--- src/rtl/fetch_unit.sv ---
// fetch_unit -- instruction-fetch front end.
//
// Owns the fetch PC, issues one instruction-bus request at a time and keeps
// returned words, tagged with their PC, in a small FIFO for decode. A
// redirect replaces the PC and flushes the FIFO. If a request is still in
// flight, its response is drained and dropped in the STALE state.
//
// Optional feature macro: FETCH_PERF_EN (adds perf_fetch_cnt/perf_stall_cnt).
//
// Ports:
//   clk, reset        core clock, asynchronous active-high reset
//   ireq              {valid, addr}: fetch request, held stable until data_ok
//   iresp             {addr_ok (unused), data_ok, data}: bus response
//   redirect_valid/pc pulse that replaces the fetch PC and flushes the FIFO
//   out_valid/pc/instr FIFO head to decode
//   out_ready         decode consumes the head when out_valid & out_ready
//   perf_fetch_cnt    (FETCH_PERF_EN) count of pushed instructions
//   perf_stall_cnt    (FETCH_PERF_EN) count of cycles with valid & ~data_ok

package fetch_pkg;
  typedef struct packed {
    logic        valid;
    logic [63:0] addr;
  } ibus_req_t;

  typedef struct packed {
    logic        addr_ok;
    logic        data_ok;
    logic [31:0] data;
  } ibus_resp_t;
endpackage

module fetch_unit
  import fetch_pkg::*;
#(
  parameter logic [63:0] RESET_PC   = 64'h0000_0000_8000_0000,
  parameter int          FIFO_DEPTH = 2
) (
  input  logic        clk,
  input  logic        reset,
  output ibus_req_t   ireq,
  input  ibus_resp_t  iresp,
  input  logic        redirect_valid,
  input  logic [63:0] redirect_pc,
  output logic        out_valid,
  output logic [63:0] out_pc,
  output logic [31:0] out_instr,
  input  logic        out_ready
`ifdef FETCH_PERF_EN
  ,
  output logic [63:0] perf_fetch_cnt,
  output logic [63:0] perf_stall_cnt
`endif
);

  localparam int PTR_W = $clog2(FIFO_DEPTH);
  localparam int CNT_W = $clog2(FIFO_DEPTH + 1);

  localparam logic [1:0] IDLE  = 2'd0;
  localparam logic [1:0] BUSY  = 2'd1;
  localparam logic [1:0] STALE = 2'd2;

  logic [1:0]       state;
  logic [63:0]      pc;
  logic [63:0]      req_pc;
  logic [PTR_W-1:0] wptr, rptr;
  logic [CNT_W-1:0] count;
  logic [63:0]      fifo_pc    [FIFO_DEPTH];
  logic [31:0]      fifo_instr [FIFO_DEPTH];

  logic             data_ok;
  logic             push, pop;
  logic [CNT_W-1:0] count_after;
  logic             room_idle, room_next;
  logic [63:0]      req_next;

  // addr_ok carries no meaning for this front end; a transaction ends on data_ok.
  logic unused_addr_ok;
  assign unused_addr_ok = iresp.addr_ok;

  assign data_ok = iresp.data_ok;

  // A response is only kept in BUSY. In STALE it belongs to a flushed
  // request, and a redirect in the same cycle discards it as well.
  assign push        = (state == BUSY) && data_ok && !redirect_valid;
  assign pop         = out_valid && out_ready;
  assign count_after = count - CNT_W'(pop) + CNT_W'(push);
  assign req_next    = req_pc + 64'd4;

  // An outstanding request already owns a FIFO slot. So a new request is
  // issued only if its data can be pushed whatever decode does meanwhile.
  assign room_idle = count < CNT_W'(FIFO_DEPTH);
  assign room_next = count_after < CNT_W'(FIFO_DEPTH);

  assign ireq.valid = (state != IDLE);
  assign ireq.addr  = req_pc;

  assign out_valid = (count != '0);
  assign out_pc    = fifo_pc[rptr];
  assign out_instr = fifo_instr[rptr];

  // Request sequencing and fetch PC.
  always_ff @(posedge clk or posedge reset) begin
    if (reset) begin
      state  <= IDLE;
      pc     <= RESET_PC;
      req_pc <= RESET_PC;
    end else begin
      case (state)
        IDLE: begin
          if (redirect_valid) begin
            pc <= redirect_pc;
          end else if (room_idle) begin
            req_pc <= pc;
            state  <= BUSY;
          end
        end
        BUSY: begin
          if (redirect_valid) begin
            pc    <= redirect_pc;
            // Without data_ok the bus still owes a response that must be drained.
            state <= data_ok ? IDLE : STALE;
          end else if (data_ok) begin
            pc <= req_next;
            if (room_next) req_pc <= req_next;
            else           state  <= IDLE;
          end
        end
        STALE: begin
          if (redirect_valid) pc <= redirect_pc;
          if (data_ok)        state <= IDLE;
        end
        default: state <= IDLE;
      endcase
    end
  end

  // FIFO pointers and occupancy. A redirect overrides both push and pop.
  always_ff @(posedge clk or posedge reset) begin
    if (reset) begin
      wptr  <= '0;
      rptr  <= '0;
      count <= '0;
    end else if (redirect_valid) begin
      wptr  <= '0;
      rptr  <= '0;
      count <= '0;
    end else begin
      if (push) wptr <= wptr + PTR_W'(1);
      if (pop)  rptr <= rptr + PTR_W'(1);
      count <= count_after;
    end
  end

  // FIFO storage. It needs no reset because count marks which entries are valid.
  always_ff @(posedge clk) begin
    if (push) begin
      fifo_pc[wptr]    <= req_pc;
      fifo_instr[wptr] <= iresp.data;
    end
  end

`ifdef FETCH_PERF_EN
  always_ff @(posedge clk or posedge reset) begin
    if (reset) begin
      perf_fetch_cnt <= '0;
      perf_stall_cnt <= '0;
    end else begin
      if (push)                    perf_fetch_cnt <= perf_fetch_cnt + 64'd1;
      if (ireq.valid && !data_ok)  perf_stall_cnt <= perf_stall_cnt + 64'd1;
    end
  end
`endif

endmodule

--- config.mk ---
export PLATFORM = sky130hd
export DESIGN_NAME = fetch_unit
export DESIGN_NICKNAME = d
export VERILOG_FILES = /design/src/rtl/fetch_unit.sv
export SDC_FILE = /design/constraint.sdc
export NUM_CORES = 1
export LEC_CHECK = 0
export CORE_MARGIN = 2
export CORE_UTILIZATION = 23
export CTS_CLUSTER_SIZE = 10
export DETAILED_ROUTE_END_ITERATION = 10
export PLACE_DENSITY = 0.4
export SLEW_MARGIN = 25
export SYNTH_ARGS = -nofsm -noshare
export SYNTH_HDL_FRONTEND = slang
export SYNTH_SLANG_ARGS = --single-unit
--- constraint.sdc ---
create_clock -name clk -period 8.7 [get_ports clk]
set_clock_uncertainty 0.15 [all_clocks]
set_input_delay 1.305 -clock clk [delete_from_list [all_inputs] [get_ports clk]]
set_output_delay 1.305 -clock clk [all_outputs]
set_load 0.01 [all_outputs]
**Word level (Yosys, flattened, before mapping)**

Memories as Yosys holds them, arrays and structs flattened.
Cells that the tools add are included.

- Flip-flop bits (word level): 134
- RAM bits: 192
- Input bits: 102
- Logic and storage cells: 66
- Memories kept: 2

Memory list:

| name | depth | bits a word | rd ports | clocked after Yosys merged registers in | wr ports | RTL line | RTL |
|---|---|---|---|---|---|---|---|
| fifo_pc | 2 | 64 | 1 | 0 | 1 | 68 | `logic [63:0] fifo_pc [FIFO_DEPTH];` |
| fifo_instr | 2 | 32 | 1 | 0 | 1 | 69 | `logic [31:0] fifo_instr [FIFO_DEPTH];` |

- $add $sub $neg: 5
- Magnitude comparators: 2
- Eq/ne operators: 11
- Multiplexer cells: 25
- Reductions and logical operators: 15

Operators with widths:

| cell | count |
|---|---|
| $mux W64 | 8 |
| $pmux W64 S2 | 2 |
| $add A64 B3 Y64 const B | 1 |
| $mux W2 | 8 |
| $ne A2 B2 Y1 const B | 6 |
| $reduce_bool A2 Y1 | 6 |
| $mux W1 | 6 |
| $ne A3 B3 Y1 const B | 2 |
| $pmux W2 S3 | 1 |
| $reduce_and A6 Y1 | 1 |
| $reduce_and A5 Y1 | 1 |
| $lt A2 B2 Y1 const B | 2 |
| $logic_and A1 B1 Y1 | 3 |
| $reduce_and A3 Y1 | 1 |
| $add A1 B1 Y1 const B | 2 |
| $add A2 B1 Y2 | 1 |
| $eq A2 B1 Y1 const B | 1 |
| $eq A2 B2 Y1 const B | 1 |
| $logic_not A2 Y1 | 1 |
| $ne A2 B1 Y1 const B | 1 |
| $reduce_or A2 Y1 | 1 |
| $sub A2 B1 Y2 | 1 |
| $logic_not A1 Y1 | 1 |

**Depth between registers and ports, before layout**

- Depth after elaboration: 9
- Depth in mapped cells: 15
- Mapped depth without buffers: 11

**Worst setup path before layout**

Ideal clock, no wire load.

- Path kind: in2reg
- From: in iresp[32] in the netlist's numbering
- To: mem fifo_instr[0][0], enable pin
- Library setup time: 552 ps
- Arrival time: 5958 ps
- Path slack: 2040 ps
- Stages: 5
- Cell sequence: and2_1 > clkbuf_1 > nand2_1 > clkbuf_1 > nor2_1

- Longest elaborated chain between the ends: 4

Ends and longest elaborated chain:

| element | RTL line | RTL |
|---|---|---|
| start, declared | 42 | `input ibus_resp_t iresp,` |
| $logic_and A1 B1 Y1 (2 in series) | 85 | `assign push = (state == BUSY) && data_ok && !redirect_valid;` |
| $mux W1 | 157 | `if (push) begin` |
| $mux W1 (implied by the code) | 159 | `fifo_instr[wptr] <= iresp.data;` |
| end, declared | 69 |  |

No other way between the ends.

**Worst setup path after layout**

- From: in redirect_valid
- To: reg req_pc[24]

- Longest elaborated chain between the ends: 6
- Elaborated cells on any way between the ends: 8

Ends and longest elaborated chain:

| element | RTL line | RTL |
|---|---|---|
| start, declared | 43 | `input logic redirect_valid,` |
| $logic_not A1 Y1 | 85 |  |
| $logic_and A1 B1 Y1 | 85 |  |
| $add A2 B1 Y2 | 87 | `assign count_after = count - CNT_W'(pop) + CNT_W'(push);` |
| $lt A2 B2 Y1 | 93 | `assign room_next = count_after < CNT_W'(FIFO_DEPTH);` |
| $ne A2 B2 Y1 (no source line) | -- |  |
| $reduce_and A6 Y1 (no source line) (*) | -- |  |
| end signal, assigned | 114 | `req_pc <= pc;` |
| end signal, assigned | 125 | `if (room_next) req_pc <= req_next;` |
| end, declared | 65 | `logic [63:0] req_pc;` |

Mark *: on every way between the ends. The rest lies on a longest branch, timed or not.
A chain may end at the register's enable or synchronous reset.

==> run summary <==
The slowest stage of the critical path belongs to the cell sky130_fd_sc_hd__o221ai_4. The number of H-tree levels is 2. Measured against its own limit, the worst slew margin works out to 26.8%. The post-cts gate resize count is 0. The root buffer cell chosen for the clock tree is sky130_fd_sc_hd__clkbuf_16. Broken down by cell family, the worst path's largest delay share belongs to buffers and inverters.

The cell count after synthesis came out at 1288. The overall die height came out at 260 µm. The post-synthesis register bit count came out at 326. The critical path endpoint category is a flop. The die outline width came out at 260 µm. The area after detailed placement came out at 0.0186 mm². Of all flip-flops after synthesis, the portion carrying an async set or reset was 41.1%.

The cell type with the largest total area after synthesis is sky130_fd_sc_hd__edfxtp_1. The setup path with the least slack is of type input pin to flop. For this design the total switching power over the nets is 2.24 mW. The clock network is responsible for 27.1% of the overall power. The cts-stage hold buffer count came out at 0.

The residual antenna-violating net count after detailed routing is 0. The maximum fanout along the worst path came out at 41. The wire length after detailed routing is 51.6 mm.

The sequential cell area fraction in the yosys report came out at 60.5%. The number of placement rows is 93. After layout, the minimum clock period comes to 5.04 ns. Sorting the synthesized cells by area gives the leading types as sky130_fd_sc_hd__edfxtp_1, sky130_fd_sc_hd__dfrtp_1, sky130_fd_sc_hd__mux2_2. The post-detailed-placement half-perimeter wirelength is 33.4 mm.

Setup repair after global routing left no endpoint under its margin. The power density over cell area came out at 319 mW/mm². For this design the top-level I/O count stands at 264.

The number of enable flip-flop cells after synthesis came out at 192. The share of Yosys cell area claimed by the top area cell type came out at 38.3%. The share of total power consumed by net switching is 35.2%.

Yosys mapped the design onto 58 distinct sky130hd cell types. The most used flip-flop cell after synthesis is sky130_fd_sc_hd__edfxtp_1. Walking the worst path, the cells encountered are clkdlybuf4s50_1, buf_4, nor2_1, nand2_1, ha_1, inv_1, ha_1, xor2_1, a21oi_1, o221ai_4, buf_4, a21oi_1, o22a_1. Once the floorplan was initialized, standard cells occupied 23.3% of the core. The first-pass iteration count of the detailed router is 5. The count of final max-slew check failures is 0. The max capacitance violation total is 0.

The tree built by TritonCTS fans out to 326 sinks. At the pin with the least slew margin, the transition time is 1.09 ns. The total area inside the core boundary comes to 0.0646 mm². The run finished with clean final reports. Sequential cells account for 40.5% of the total power.

The total congestion overflow after global routing came out at 0. The detailed-route DRC error count came out at 0. The routed via count divided by cell count is 4.72. Of the available clock period, the critical path in the final layout requires 58.0%.

The mean post-synth cell area is 11.7 µm². The critical path buffer and inverter count is 4. The largest single stage delay on the critical path is 0.82 ns. The fmax came out at 198 MHz. The initial antenna violation count came out at 0. The tightest min-delay check is of the flop to flop type.

The fraction of final layout cells sized beyond drive strength 1 is 13.0%. The number of buffers added on ports came out at 262. Ranked by instance count, the synthesized netlist is headed by sky130_fd_sc_hd__edfxtp_1, sky130_fd_sc_hd__dfrtp_1, sky130_fd_sc_hd__nand2_1, sky130_fd_sc_hd__mux2_2, sky130_fd_sc_hd__clkbuf_1. The detailed router's first-iteration violation count came out at 571. The final sum of negative setup slack came out at 0 ns. The count of yosys warnings during synthesis came out at 0. The cell with the most instances after synthesis is sky130_fd_sc_hd__edfxtp_1. Compared with the post-synthesis result, the final layout area differs by 32.6%.

The worst slack on hold paths came out at 0.326 ns. The synthesized net count is 1393. The required time reported for the critical path endpoint is 9.00 ns.

Entering global routing, the biggest net connects 81 pins. The number of fill cells came out at 6578. The final count of negative-setup-slack endpoints came out at 0. The synthesized cell area is 0.0151 mm². The worst-skew pair later-pin latency is 0.57 ns.

The count of final hold-check violations is 0. TritonCTS built the clock tree. Across the VDD grid, the largest voltage drop is 0.129 mV. The area of the die came out at 0.0676 mm². The part of the power in combinational logic came out at 32.4%.

The final weighted congestion in routability-driven placement came out at 0.755. For this run, the total global-route usage over all layers was measured as 15.0%. The via count of the first global-routing pass is 11400. The count of antenna diodes in the layout is 0. The maximum count of clock buffers along a single path came out at 3. The leakage power is 6.84 nW. The routed layout has 11300 vias. The wire length per cell after detailed routing came out at 21.5 µm. For this run, the post-layout net count is 1623. The total clock buffers created by CTS is 43.

The final instance area came out at 0.0200 mm². The number of setup buffers added after CTS is 0. The internal cell power came out at 4.13 mW.

The startpoint type of the worst setup path is an input pin. At the worst endpoint, the arrival time is 5.34 ns. The global-route wire length before repair came out at 76.3 mm. Clock-pin slew was measured on the worst setup and hold paths at 0.06 ns.
==> registers in the layout, summed over array words and instances, names as in the netlist <==
| signal | flops |
|---|---|
| req_pc | 64 |
| state | 2 |
| wptr | 1 |
| count | 2 |
| fifo_instr | 64 |
| pc | 64 |
| rptr | 1 |
| fifo_pc | 128 |
==> through the flow <==
step | util (%) | setup slack, ns | power, mW | std cells
4_1_cts | 30.9 | 3.67 | 6.49 | 2404
6_report | 30.9 | 3.66 | 6.36 | 2404
3_3_place_gp | 28.8 | 3.09 | 4.68 | 2328
5_1_grt | 30.9 | 3.46 | 6.76 | 2404
3_5_place_dp | 28.9 | 3.07 | 4.71 | 2328
2_1_floorplan | - | 2.04 | 3.58 | 1288
==> routing by layer <==
metal  up-vias  part of all wire [%]  global-route usage [%]
li1       5320                     -                       -
met1      5657                    46                    20.2
met2       299                    47                    24.5
met3        72                   5.5                    3.16
met4         0                   2.2                    4.10
met5         -                     0                       0
==> cell type report <==
cell class / instances / area (µm²) / area share [%]
Inverter: 8 / 35.0 / 0.175
Clock buffer: 63 / 1200 / 6.02
Multi-Input combinational cell: 855 / 5610 / 28.1
Sequential cell: 326 / 9130 / 45.7
Timing Repair Buffer: 284 / 2800 / 14.0
Clock inverter: 13 / 136 / 0.683
Tap cell: 855 / 1070 / 5.35
==> cells in the final DEF (no fill, tap or decap), types with 18 or more instances in the layout <==
master / instances
sky130_fd_sc_hd__a21oi_1: 68
sky130_fd_sc_hd__a2bb2oi_1: 18
sky130_fd_sc_hd__o22ai_1: 27
sky130_fd_sc_hd__xor2_1: 23
sky130_fd_sc_hd__clkbuf_16: 45
sky130_fd_sc_hd__mux2_2: 98
sky130_fd_sc_hd__clkdlybuf4s50_1: 262
sky130_fd_sc_hd__buf_4: 20
sky130_fd_sc_hd__dfrtp_1: 131
sky130_fd_sc_hd__nand2_1: 123
sky130_fd_sc_hd__nand3_1: 49
sky130_fd_sc_hd__edfxtp_1: 192
sky130_fd_sc_hd__and3_1: 20
sky130_fd_sc_hd__nand4_1: 32
sky130_fd_sc_hd__nor3_1: 35
sky130_fd_sc_hd__nor2_1: 66
sky130_fd_sc_hd__o21ai_0: 83
sky130_fd_sc_hd__a32oi_1: 30
sky130_fd_sc_hd__xnor2_1: 27
==> final timing paths <==
| path | end | startpoint | slack [ns] | cells after the start |
|---|---|---|---|---|
| min in group asynchronous | pc[40] | reset | 1.10 | 2 |
| max in group asynchronous | rptr | reset | 5.99 | 3 |
| max reg2reg | req_pc[24] | state[0] | 4.71 | 11 |
| min | pc[4] | pc[4] | 0.33 | 2 |
| min reg2reg | pc[4] | pc[4] | 0.33 | 2 |
| max | req_pc[24] | redirect_valid | 3.66 | 13 |
==> worst min-delay path, delay by kind of cell (launching register included) <==
family / cells / cell delay [ns]
compound gates: 1 / 0.06
flops: 1 / 0.34
simple gates: 1 / 0.04
==> kinds of logic (layout without fill, tap and decap cells) <==
family          after synthesis  after routing  synth area share [%]
simple gates                395            395                  13.0
flops                       326            326                  60.5
compound gates              297            297                  12.4
mux                         110            110                  8.12
buf+inv                     107            368                  2.80
xor+xnor                     50             50                  2.91
fa+ha+maj                     3              3                 0.249
==> power groups by stage <==
stage / combinational [mW] / clock, mW / sequential (mW)
finish: 2.06 / 1.73 / 2.58
global route: 2.25 / 1.85 / 2.66
CTS: 2.10 / 1.79 / 2.60
detailed placement: 2.09 / 0 / 2.63
global placement: 2.07 / 0 / 2.61
floorplan: 1.18 / 0 / 2.40
No activity file was read; power rests on OpenSTA's default activity.
